### src/rtl/dds_sweep_ctrl.sv
// ---------------------------------------------------------------------------
// dds_sweep_ctrl
//
// Frequency-sweep sequencer for a DDS core. On a start pulse it latches a
// sweep configuration and then walks the frequency word from f_start towards
// f_stop in f_step increments. Each frequency is held for `dwell` cycles.
// The last word is always exactly f_stop: an overshooting step is clamped,
// never wrapped. In single mode the sweep ends with a one-cycle done pulse.
// In repeat mode it restarts from f_start until stopped.
//
// Ports
//   clk        in   single clock, rising edge
//   rst        in   synchronous, active-high reset
//   start      in   one-cycle pulse, begins a sweep (accepted only when idle)
//   stop       in   one-cycle pulse, aborts a sweep; wins over start
//   mode       in   0 = single sweep, 1 = repeat
//   f_start    in   first frequency word
//   f_stop     in   final frequency word (upper bound)
//   f_step     in   increment per step
//   dwell      in   cycles each frequency is held (0 behaves as 1)
//   phase_in   in   phase offset, latched on start
//   Freword    out  registered frequency word to the DDS core
//   Phaword    out  registered phase word to the DDS core
//   busy       out  high while a sweep is active
//   step_tick  out  one-cycle pulse after every sweep-driven Freword update
//   done       out  one-cycle pulse at the end of a single sweep
// ---------------------------------------------------------------------------
module dds_sweep_ctrl #(
    parameter int FrequencyBitWidth = 32,
    parameter int PhaseBitWidth     = 10,
    parameter int DwellBitWidth     = 16
) (
    input  logic                         clk,
    input  logic                         rst,
    input  logic                         start,
    input  logic                         stop,
    input  logic                         mode,
    input  logic [FrequencyBitWidth-1:0] f_start,
    input  logic [FrequencyBitWidth-1:0] f_stop,
    input  logic [FrequencyBitWidth-1:0] f_step,
    input  logic [DwellBitWidth-1:0]     dwell,
    input  logic [PhaseBitWidth-1:0]     phase_in,
    output logic [FrequencyBitWidth-1:0] Freword,
    output logic [PhaseBitWidth-1:0]     Phaword,
    output logic                         busy,
    output logic                         step_tick,
    output logic                         done
);

    typedef enum logic [1:0] {
        ST_IDLE  = 2'd0,
        ST_DWELL = 2'd1,
        ST_DONE  = 2'd2
    } state_t;

    localparam logic [FrequencyBitWidth-1:0] FREQ_ZERO  = {FrequencyBitWidth{1'b0}};
    localparam logic [PhaseBitWidth-1:0]     PHASE_ZERO = {PhaseBitWidth{1'b0}};
    localparam logic [DwellBitWidth-1:0]     DWELL_ZERO = {DwellBitWidth{1'b0}};
    localparam logic [DwellBitWidth-1:0]     DWELL_ONE  = {{(DwellBitWidth-1){1'b0}}, 1'b1};

    // Registered state, outputs and latched configuration
    state_t                         r_state;
    logic [FrequencyBitWidth-1:0]   r_freword;
    logic [PhaseBitWidth-1:0]       r_phaword;
    logic                           r_busy;
    logic                           r_step_tick;
    logic                           r_done;
    logic [DwellBitWidth-1:0]       r_dwell_cnt;
    logic                           r_final;
    logic [FrequencyBitWidth-1:0]   r_f_start;
    logic [FrequencyBitWidth-1:0]   r_f_stop;
    logic [FrequencyBitWidth-1:0]   r_f_step;
    logic [DwellBitWidth-1:0]       r_dwell_m1;
    logic                           r_mode;

    // Next-state values produced by the combinational process
    state_t                         w_state_nxt;
    logic [FrequencyBitWidth-1:0]   w_freword_nxt;
    logic [PhaseBitWidth-1:0]       w_phaword_nxt;
    logic                           w_busy_nxt;
    logic                           w_step_tick_nxt;
    logic                           w_done_nxt;
    logic [DwellBitWidth-1:0]       w_dwell_cnt_nxt;
    logic                           w_final_nxt;
    logic [FrequencyBitWidth-1:0]   w_f_start_nxt;
    logic [FrequencyBitWidth-1:0]   w_f_stop_nxt;
    logic [FrequencyBitWidth-1:0]   w_f_step_nxt;
    logic [DwellBitWidth-1:0]       w_dwell_m1_nxt;
    logic                           w_mode_nxt;

    // Helpers
    logic [FrequencyBitWidth:0]     w_sum;
    logic [DwellBitWidth-1:0]       w_dwell_in_m1;

    // One extra bit so a carry-out counts as "at or beyond f_stop" instead of wrapping
    assign w_sum = {1'b0, r_freword} + {1'b0, r_f_step};

    // Reload value for the dwell counter; a zero dwell behaves like one cycle
    assign w_dwell_in_m1 = (dwell == DWELL_ZERO) ? DWELL_ZERO : (dwell - DWELL_ONE);

    // Next-state and next-output logic for the sweep FSM
    always_comb begin
        w_state_nxt     = r_state;
        w_freword_nxt   = r_freword;
        w_phaword_nxt   = r_phaword;
        w_busy_nxt      = r_busy;
        w_step_tick_nxt = 1'b0;
        w_done_nxt      = 1'b0;
        w_dwell_cnt_nxt = r_dwell_cnt;
        w_final_nxt     = r_final;
        w_f_start_nxt   = r_f_start;
        w_f_stop_nxt    = r_f_stop;
        w_f_step_nxt    = r_f_step;
        w_dwell_m1_nxt  = r_dwell_m1;
        w_mode_nxt      = r_mode;

        case (r_state)
            ST_IDLE: begin
                if (start && !stop) begin
                    w_f_start_nxt   = f_start;
                    w_f_stop_nxt    = f_stop;
                    w_f_step_nxt    = f_step;
                    w_dwell_m1_nxt  = w_dwell_in_m1;
                    w_mode_nxt      = mode;
                    w_freword_nxt   = f_start;
                    w_phaword_nxt   = phase_in;
                    w_busy_nxt      = 1'b1;
                    w_step_tick_nxt = 1'b1;
                    w_dwell_cnt_nxt = w_dwell_in_m1;
                    // A start at or past the bound is already the last word
                    w_final_nxt     = (f_start >= f_stop);
                    w_state_nxt     = ST_DWELL;
                end else begin
                    w_state_nxt     = ST_IDLE;
                end
            end

            ST_DWELL: begin
                if (stop) begin
                    // Abort: words freeze where they are, no done pulse
                    w_busy_nxt  = 1'b0;
                    w_state_nxt = ST_IDLE;
                end else if (r_dwell_cnt != DWELL_ZERO) begin
                    w_dwell_cnt_nxt = r_dwell_cnt - DWELL_ONE;
                end else if (r_f_step == FREQ_ZERO) begin
                    // Zero step parks on f_start until stop or reset
                    w_dwell_cnt_nxt = DWELL_ZERO;
                end else begin
                    w_dwell_cnt_nxt = r_dwell_m1;
                    if (!r_final) begin
                        if (w_sum < {1'b0, r_f_stop}) begin
                            w_freword_nxt = w_sum[FrequencyBitWidth-1:0];
                        end else begin
                            w_freword_nxt = r_f_stop;
                            w_final_nxt   = 1'b1;
                        end
                        w_step_tick_nxt = 1'b1;
                    end else if (r_mode) begin
                        w_freword_nxt   = r_f_start;
                        w_final_nxt     = (r_f_start >= r_f_stop);
                        w_step_tick_nxt = 1'b1;
                    end else begin
                        w_busy_nxt  = 1'b0;
                        w_done_nxt  = 1'b1;
                        w_state_nxt = ST_DONE;
                    end
                end
            end

            ST_DONE: begin
                w_state_nxt = ST_IDLE;
            end

            default: begin
                w_busy_nxt  = 1'b0;
                w_state_nxt = ST_IDLE;
            end
        endcase
    end

    // State, output and configuration registers with synchronous reset
    always_ff @(posedge clk) begin
        if (rst) begin
            r_state     <= ST_IDLE;
            r_freword   <= FREQ_ZERO;
            r_phaword   <= PHASE_ZERO;
            r_busy      <= 1'b0;
            r_step_tick <= 1'b0;
            r_done      <= 1'b0;
            r_dwell_cnt <= DWELL_ZERO;
            r_final     <= 1'b0;
            r_f_start   <= FREQ_ZERO;
            r_f_stop    <= FREQ_ZERO;
            r_f_step    <= FREQ_ZERO;
            r_dwell_m1  <= DWELL_ZERO;
            r_mode      <= 1'b0;
        end else begin
            r_state     <= w_state_nxt;
            r_freword   <= w_freword_nxt;
            r_phaword   <= w_phaword_nxt;
            r_busy      <= w_busy_nxt;
            r_step_tick <= w_step_tick_nxt;
            r_done      <= w_done_nxt;
            r_dwell_cnt <= w_dwell_cnt_nxt;
            r_final     <= w_final_nxt;
            r_f_start   <= w_f_start_nxt;
            r_f_stop    <= w_f_stop_nxt;
            r_f_step    <= w_f_step_nxt;
            r_dwell_m1  <= w_dwell_m1_nxt;
            r_mode      <= w_mode_nxt;
        end
    end

    assign Freword   = r_freword;
    assign Phaword   = r_phaword;
    assign busy      = r_busy;
    assign step_tick = r_step_tick;
    assign done      = r_done;

endmodule

### config.mk
export PLATFORM = sky130hd
export DESIGN_NAME = dds_sweep_ctrl
export DESIGN_NICKNAME = d
export VERILOG_FILES = /design/src/rtl/dds_sweep_ctrl.sv
export SDC_FILE = /design/constraint.sdc
export NUM_CORES = 1
export LEC_CHECK = 0
export BUFFER_PORTS_ARGS = -buffer_cell sky130_fd_sc_hd__buf_2
export CAP_MARGIN = 0
export CORE_UTILIZATION = 30
export CTS_BUF_LIST = sky130_fd_sc_hd__clkbuf_16
export DETAILED_ROUTE_END_ITERATION = 16
export SYNTH_ARGS = -nofsm -noshare
export SYNTH_HDL_FRONTEND = slang
export SYNTH_SLANG_ARGS = --single-unit
### constraint.sdc
create_clock -name clk -period 9.1 [get_ports clk]
set_input_delay 1.365 -clock clk [delete_from_list [all_inputs] [get_ports clk]]
set_output_delay 1.365 -clock clk [all_outputs]
set_load 0.03 [all_outputs]
Yosys cells after proc, flatten, opt, wreduce, memory -nomap -nowiden
Cells that the tools add are included.
{ "totals": {"reg_bits": 177, "latchBits": 0, "ram_bits": 0, "rom_bits": 0, "inputBits": 127, "out_inout_bits": 45, "word_cells": 91, "memories": 0} }
{ "classes": {"addsub": 3, "multipliers": 0, "n_div": 0, "order_cmp": 3, "n_eq_ne": 11, "shift": 0, "mux": 44, "n_bitwise": 3, "n_reduce_logical": 14} }
{ "ops": {"columns": ["cell", "count"], "rows": [
  ["$mux W32", 7],
  ["$mux W16", 5],
  ["$ge A32 B32 Y1", 2],
  ["$pmux W32 S2", 1],
  ["$add A32 B32 Y33", 1],
  ["$lt A33 B32 Y1", 1],
  ["$logic_not A32 Y1", 1],
  ["$pmux W16 S2", 1],
  ["$sub A16 B1 Y16 const B", 2],
  ["$mux W1", 21],
  ["$logic_not A16 Y1", 1],
  ["$reduce_bool A16 Y1", 1],
  ["$ne A3 B3 Y1 const B", 5],
  ["$reduce_and A6 Y1", 2],
  ["$mux W2", 5],
  ["$ne A2 B2 Y1 const B", 4],
  ["$reduce_or A6 Y1", 1],
  ["$reduce_and A5 Y1", 1],
  ["$pmux W1 S2", 2],
  ["$pmux W2 S2", 1],
  ["$reduce_and A4 Y1", 1],
  ["$not A1 Y1", 3],
  ["$pmux W1 S3", 1],
  ["$reduce_and A3 Y1", 1],
  ["other kinds (7)", 7]
]} }

Depth between registers and ports, before layout
Gate-level depths: netlist of the first run.
{ "depth": {"word_depth": 8, "mapped_depth": 20, "depth_no_buf": 18} }

Least setup slack after synthesis of the first run
Ideal clock, no wire load.
{ "synth_path": {"path_type": "register -> register", "startpoint": "register r_freword[14] (netlist: Freword[14])", "endpoint": "register r_freword[14] (netlist: Freword[14])", "setup_ns": 0.087, "arrival_ns": 4.583, "t_required_ns": 9.013, "slack_ns": 4.429, "stages_incl_launch_ff": 20, "n_path_buf": 2, "synth_period_minus_slack_ns": 4.671, "cell_sequence": "dfxtp_1 > ha_1 > clkbuf_1 > nand2_1 > o21ai_0 > a221oi_1 > nor4b_2 > nor3_1 > or3b_2 > and2_1 > ha_1 > nand2_1 > nor3_1 > a221oi_1 > nand4b_1 > a211o_1 > nor2_1 > clkbuf_1 > a21oi_1 > o31ai_1"} }
{ "synth_via": {"elab_chain_len": 8} }
{ "synth_lines": {"columns": ["item", "line", "text"], "rows": [
  ["start, declared", "63", "logic [FrequencyBitWidth-1:0] r_freword;"],
  ["start signal, assigned", "199", "r_freword <= w_freword_nxt;"],
  ["$add A32 B32 Y33 *", "96", "assign w_sum = {1'b0, r_freword} + {1'b0, r_f_step};"],
  ["$lt A33 B32 Y1", "151", "if (w_sum < {1'b0, r_f_stop}) begin"],
  ["$mux W32 *", "151", null],
  ["$mux W32 *", "150", "if (!r_final) begin"],
  ["$mux W32 *", "145", "end else if (r_f_step == FREQ_ZERO) begin"],
  ["$mux W32 *", "143", "end else if (r_dwell_cnt != DWELL_ZERO) begin"],
  ["$mux W32 *", "139", "if (stop) begin"],
  ["$pmux W32 S2 *", "117", "case (r_state)"]
]} }
Every way passes the cells marked *; elsewhere a longest branch is shown, timed or not. The select of a mux whose other input is x is not followed.
A chain may end at the register's enable or synchronous reset.

Final worst setup path of the first run
{ "layout_path": {"startpoint": "register r_freword[12] (netlist: Freword[12])", "endpoint": "register r_freword[26] (netlist: Freword[26])"} }
Same word-level chain as after synthesis.

==> flow_metrics.tcl, run 1 <==
set metrics [dict create \
    status "finished, final reports clean" \
    hold_class "flip-flop to flip-flop" \
    clock_latency_ns 0.46 \
    slew_headroom_pct 29.1 \
    clkPwrFrac_pct 33.4 \
    place_hpwl_um 31400 \
    antenna_found_initial 7 \
    cp_max_fo 18 \
    yosysTopAreaCellShare_pct 29.3 \
    critPathArrivalTime_ns 5.87 \
    grt_pass1_vias 11634 \
    ant_nets 0 \
    slew_violations 0 \
    yosysTopAreaCell "dfxtp_1" \
    powerDensity_nw_per_um2 167 \
    swShare_pct 38.4 \
    synth_flop_cell "dfxtp_1" \
    vias 12475 \
    cts_tree "done" \
    via_per_inst 5.46 \
    synth_nets 1890 \
    cp.required_ns 9.50 \
    multi_input_area_um2 7880 \
    synthArstFlopShare_pct 0 \
    synth_edf_count 0 \
    total_power_mw 2.34 \
    path_common_cell "o21ai_0" \
    end_kind "flip-flop" \
    synthToLayoutAreaGrowth_pct 15.8 \
    die_x_um 203 \
    cp_cell_sequence "ha_1, a21oi_1, o21ai_0, o21ai_0, a211oi_1, o21ai_0, nor4bb_1, nor3_1, inv_1, ha_1, nand3_1, nor3_1, nand3_1, nor2_1, a211o_1, nor2_1, buf_4, o311ai_0, o221a_2" \
    synthDistinctLibCells 77 \
    holdBufCountCts 0 \
    avgRoutedWirePerCell_um 18.3 \
    p_leak_nw 5.89 \
    grt-ovfl-total 0 \
    cap_violations 0 \
    core_um2 39700 \
    pin_count 172 \
    drt_iter0_markers 1187 \
    period_needed_ns 5.47 \
    clock_skew_ns 0.0160 \
    report.final.hold_viol_count 0 \
    ys_ff_latch 177 \
    fp.dieH_um 203 \
    netlist_area_um2 12100 \
    dr.pass1.iters 5 \
    tns_ns 0 \
    clockBufferDepth 2 \
    yosysWarningCount 0 \
    regArea_um2 3540 \
    rsz0062_at_grt "false" \
    nets 2002 \
    critPathTopFamily "compound AO/OA/AOI/OAI gates" \
    grt_max_degree 87 \
    cts_setup_buffers 0 \
    synth_common_cells "nand2_1 (291), a21oi_1 (233), dfxtp_1 (177)" \
    start_kind "flip-flop" \
    drc 0 \
    drive_gt1_share_pct 13.9 \
    path_class "flip-flop to flip-flop" \
    numCtsBuffers 17 \
    netlist_instances 1633 \
    rows 73 \
    slowest_delay_ns 0.59 \
    path_buf_inv 2 \
    yosysSeqAreaShare_pct 29.3 \
    critical_path.slowest_cell "a211oi_1" \
    place_congestion 0.882 \
    start_util_pct 30.4 \
    p_sw_mw 0.898 \
    cts_num_sinks 177 \
    cts.clk_slew.worst_paths_ns 0.08 \
    cts-root-buf "clkbuf_16" \
    syn_area_per_cell_um2 7.40 \
    seqPwrFrac_pct 37.2 \
    min_period_over_period_pct 60.1 \
    setup_viol 0 \
    dieArea_um2 41100 \
    h-tree-depth 4 \
    peakVddDrop_mv 0.127 \
    worstMarginPinSlew_ns 1.06 \
    fmax_mhz 183 \
    synth_area_leaders "dfxtp_1 (29%), ha_1 (13%), a21oi_1 (9.7%)" \
    portBuffers 171 \
    cts_resized 0 \
    grtUsageTotal_pct 20.2 \
    synth_most_common_cell "nand2_1" \
    grt_first_pass_wirelength_um 65100 \
    holdWs_ns 0.457 \
    power.internal_mw 1.44 \
    routed_wl_um 41800 \
    pwr-share-comb_pct 29.4 \
    nFillCells 4263 \
]
state kept, by name, summed over array words and instances (netlist names):
register     count
Freword         32
r_f_start       32
r_f_step        32
r_f_stop        32
r_dwell_cnt     16
r_dwell_m1      16
Phaword         10
r_state          2
busy             1
done             1
r_final          1
r_mode           1
step_tick        1
per-layer routing:
layer  part of all wire (%)  routed length [µm]  track usage (%)
met1                     47               19600             28.4
met2                     43               18200             30.7
met3                    7.2                3000             3.69
met4                    2.1                 896             6.82
met5                   0.18                  77                0
layout make-up:
cell class              instances  share of cell area [%]
diodes                          2                  0.0358
well taps                     525                    4.70
inverters                      82                    2.20
clock inverters                15                    1.40
clock buffers                  17                    3.04
multi-input cells            1281                    56.4
flip-flops and latches        177                    25.3
repair buffers                186                    6.94
tightest hold or removal path: cells and delay by family, from the launching register on:
| kind | cells | cell delay (ns) |
|---|---|---|
| DFF | 1 | 0.32 |
| AOI/OAI and AO/OA | 1 | 0.05 |
| and+or+nand+nor | 1 | 0.05 |
final timing paths:
| check | cells after the start | from | endpoint | slack, ns |
|---|---|---|---|---|
| setup / recovery | 19 | Freword[12]$_SDFFE_PP0P_ | Freword[26]$_SDFFE_PP0P_ | 3.63 |
| hold / removal | 2 | Phaword[4]$_SDFFE_PP0P_ | Phaword[4]$_SDFFE_PP0P_ | 0.46 |
| setup reg to reg | 19 | Freword[12]$_SDFFE_PP0P_ | Freword[26]$_SDFFE_PP0P_ | 3.63 |
| hold reg to reg | 2 | Phaword[4]$_SDFFE_PP0P_ | Phaword[4]$_SDFFE_PP0P_ | 0.46 |
kinds of logic (layout without fill, tap and decap cells):
group	count (synthesis)	count (layout)	share of synthesized area [%]
buffers and inverters	175	300	5.60
AO/OA/AOI/OAI	498	498	25.4
adder cells (fa/ha/maj)	130	130	13.5
other	0	2	0
flip-flops	177	177	29.3
XOR/XNOR	39	39	2.83
AND/OR/NAND/NOR	610	610	23.0
multiplexers	4	4	0.342
power groups by stage:
| stage | logic [mW] | registers (mW) | clock network [mW] |
|---|---|---|---|
| after floorplan | 0.433 | 0.904 | 0 |
| after global placement | 0.674 | 0.885 | 0 |
| after detailed placement | 0.680 | 0.886 | 0 |
| after CTS | 0.684 | 0.868 | 0.799 |
| after global routing | 0.755 | 0.876 | 0.833 |
| final | 0.687 | 0.870 | 0.782 |
per-stage QoR:
stage	instances	setup WS, ns	cell area, µm²	util (%)
after floorplan	1633	4.43	12100	-
after global placement	2251	4.05	13400	33.6
after detailed placement	2251	3.82	13400	33.6
after CTS	2283	3.76	14000	35.2
after global routing	2285	3.15	14000	35.2
final	2285	3.63	14000	35.2
placed cells by master, fill, tap and decap left out, types with 9 or more instances in the layout:
master	synthesis	routed
a211oi_1	34	33
a21o_1	41	41
a21oi_1	233	233
a31oi_1	11	11
buf_2	4	170
buf_4	2	16
clkbuf_16	0	17
dfxtp_1	177	177
ha_1	129	129
inv_1	82	82
nand2_1	291	291
nand2b_1	14	13
nand3_1	66	66
nand4_1	17	17
nor2_1	95	95
nor3_1	44	44
nor4_1	20	20
o211ai_1	13	13
o21ai_0	61	61
o21ai_1	14	14
o221ai_1	12	12
o31ai_1	9	9
or3_1	11	11
xnor2_1	23	23
xor2_1	16	16
Note: power is estimated with default switching activity, not from simulation.
==> run 2, diff against run 1 <==
- clock period: 9.1 -> 5 ns (I/O delays scaled with it)
==> flow_metrics.tcl, run 2 (synthesized netlist as in run 1, its figures left out) <==
set metrics [dict create \
    drive_gt1_share_pct 17.7 \
    portBuffers 171 \
    postLayoutCoreUtil_pct 36.4 \
    layout_commonest_cell "nand2_1" \
    cp.required_ns 5.35 \
    grt_first_pass_wirelength_um 65100 \
    core_um2 39700 \
    rows 73 \
    seqPwrFrac_pct 36.3 \
    ant_nets 0 \
    vias 12532 \
    period_needed_ns 4.91 \
    hold_class "flip-flop to flip-flop" \
    dr.pass1.iters 6 \
    critPathArrivalTime_ns 5.25 \
    grtUsageTotal_pct 20.1 \
    reg2reg_slack_ns 0.09 \
    clock_latency_ns 0.46 \
    nets 2042 \
    holdPathStages 2 \
    place_congestion 0.919 \
    clock_skew_ns 0.0113 \
    place_hpwl_um 31400 \
    fp.dieH_um 203 \
    path_class "flip-flop to flip-flop" \
    start_kind "flip-flop" \
    cts_num_sinks 177 \
    worstMarginPinSlew_ns 0.965 \
    drt_iter0_markers 1128 \
    cp_max_fo 7 \
    diodes 0 \
    pin_count 172 \
    holdWs_ns 0.454 \
    powerDensity_nw_per_um2 302 \
    synthToLayoutAreaGrowth_pct 19.8 \
    cap_violations 0 \
    end_kind "flip-flop" \
    drc 0 \
    status "finished, final reports clean" \
    p_leak_nw 6.13 \
    numCtsBuffers 17 \
    routed_wl_um 42200 \
    dpl.cell_count 2282 \
    clkPwrFrac_pct 32.1 \
    pwr-share-comb_pct 31.6 \
    cts-root-buf "clkbuf_16" \
    start_util_pct 30.4 \
    slew_headroom_pct 35.4 \
    report.final.hold_viol_count 0 \
    p_sw_mw 1.63 \
    min_period_over_period_pct 98.1 \
    clockBufferDepth 2 \
    grt_max_degree 124 \
    avgRoutedWirePerCell_um 18.2 \
    dieArea_um2 41100 \
    fmax_mhz 204 \
    most-common-layout-cells "nand2_1 (288), a21oi_1 (230), dfxtp_1 (174), buf_2 (170), ha_1 (124)" \
    grt_pass1_vias 11612 \
    cts_tree "done" \
    swShare_pct 37.4 \
    slew_violations 0 \
    final_cells 2323 \
    rr_worst_depth 22 \
    antenna_found_initial 6 \
    h-tree-depth 4 \
    via_per_inst 5.39 \
    die_x_um 203 \
    grt-ovfl-total 0 \
    peakVddDrop_mv 0.223 \
    setup_viol 0 \
    cts.clk_slew.worst_paths_ns 0.08 \
    power.internal_mw 2.73 \
]
==> run 2: layer usage <==
metal	global-route usage (%)	part of all wire, %
met5	0	0.14
met4	5.29	1.8
met3	3.90	6.3
met2	31.1	44
met1	28.3	48
==> run 2: what timing repair did <==
| action | in CTS | in global routing |
|---|---|---|
| setup endpoints to repair | 20 | 33 |
| hold buffers | 0 | 0 |
| pin swaps | 0 | 13 |
| endpoints found under the hold margin | 0 | 0 |
| buffers inserted | 0 | 8 |
| gates resized for setup | 3 | 42 |
| gates cloned | 0 | 1 |
==> run 2: metrics by stage <==
stage	worst slack [ns]	setup TNS, ns	area [µm²]	total power, mW
CTS	0.0287	0	14200	4.32
global route	-0.0983	-0.889	14500	4.60
detailed placement	-0.0901	-0.268	13600	2.90
global placement	0.0457	0	13600	2.88
floorplan	0.329	0	12100	2.43
finish	0.0942	0	14500	4.37
==> run 2: final timing paths <==
path                                            endpoint                     start
worst max-delay path            Freword[13]$_SDFFE_PP0P_  r_f_step[0]$_SDFFE_PP0P_
worst max register to register  Freword[13]$_SDFFE_PP0P_  r_f_step[0]$_SDFFE_PP0P_
worst min-delay path             Phaword[9]$_SDFFE_PP0P_   Phaword[9]$_SDFFE_PP0P_
worst min register to register   Phaword[9]$_SDFFE_PP0P_   Phaword[9]$_SDFFE_PP0P_
==> run 2: cell type report <==
class / count / area, µm²
tap: 525 / 657
clock inverter: 15 / 169
clock buffer: 17 / 425
sequential: 177 / 3550
fill: 4198 / 25300
timing repair buffer: 226 / 1290
inverter: 82 / 308
multi-input combinational: 1281 / 8080
==> run 2: critical path, stage by stage, from the launching register on <==
cell and delay [ns]:
dfxtp_4 0.37, ha_4 0.15, fa_2 0.21, a21o_1 0.18
a221oi_2 0.08, buf_4 0.14, o41a_1 0.52, a21oi_2 0.26
nor3_2 0.08, or3b_2 0.48, and2_1 0.16, ha_1 0.29
nand2_2 0.06, nor3_2 0.34, nand3_1 0.16, nor2_1 0.21
buf_4 0.16, a211oi_4 0.08, buf_6 0.20, buf_4 0.15
and3_1 0.16, o31ai_1 0.22, a21oi_1 0.09
==> run 2: power by group through the flow <==
stage / logic, mW / registers, mW / clock network (mW)
floorplan: 0.789 / 1.64 / 0
global placement: 1.27 / 1.61 / 0
detailed placement: 1.29 / 1.61 / 0
CTS: 1.30 / 1.58 / 1.44
global route: 1.51 / 1.60 / 1.49
finish: 1.38 / 1.59 / 1.40
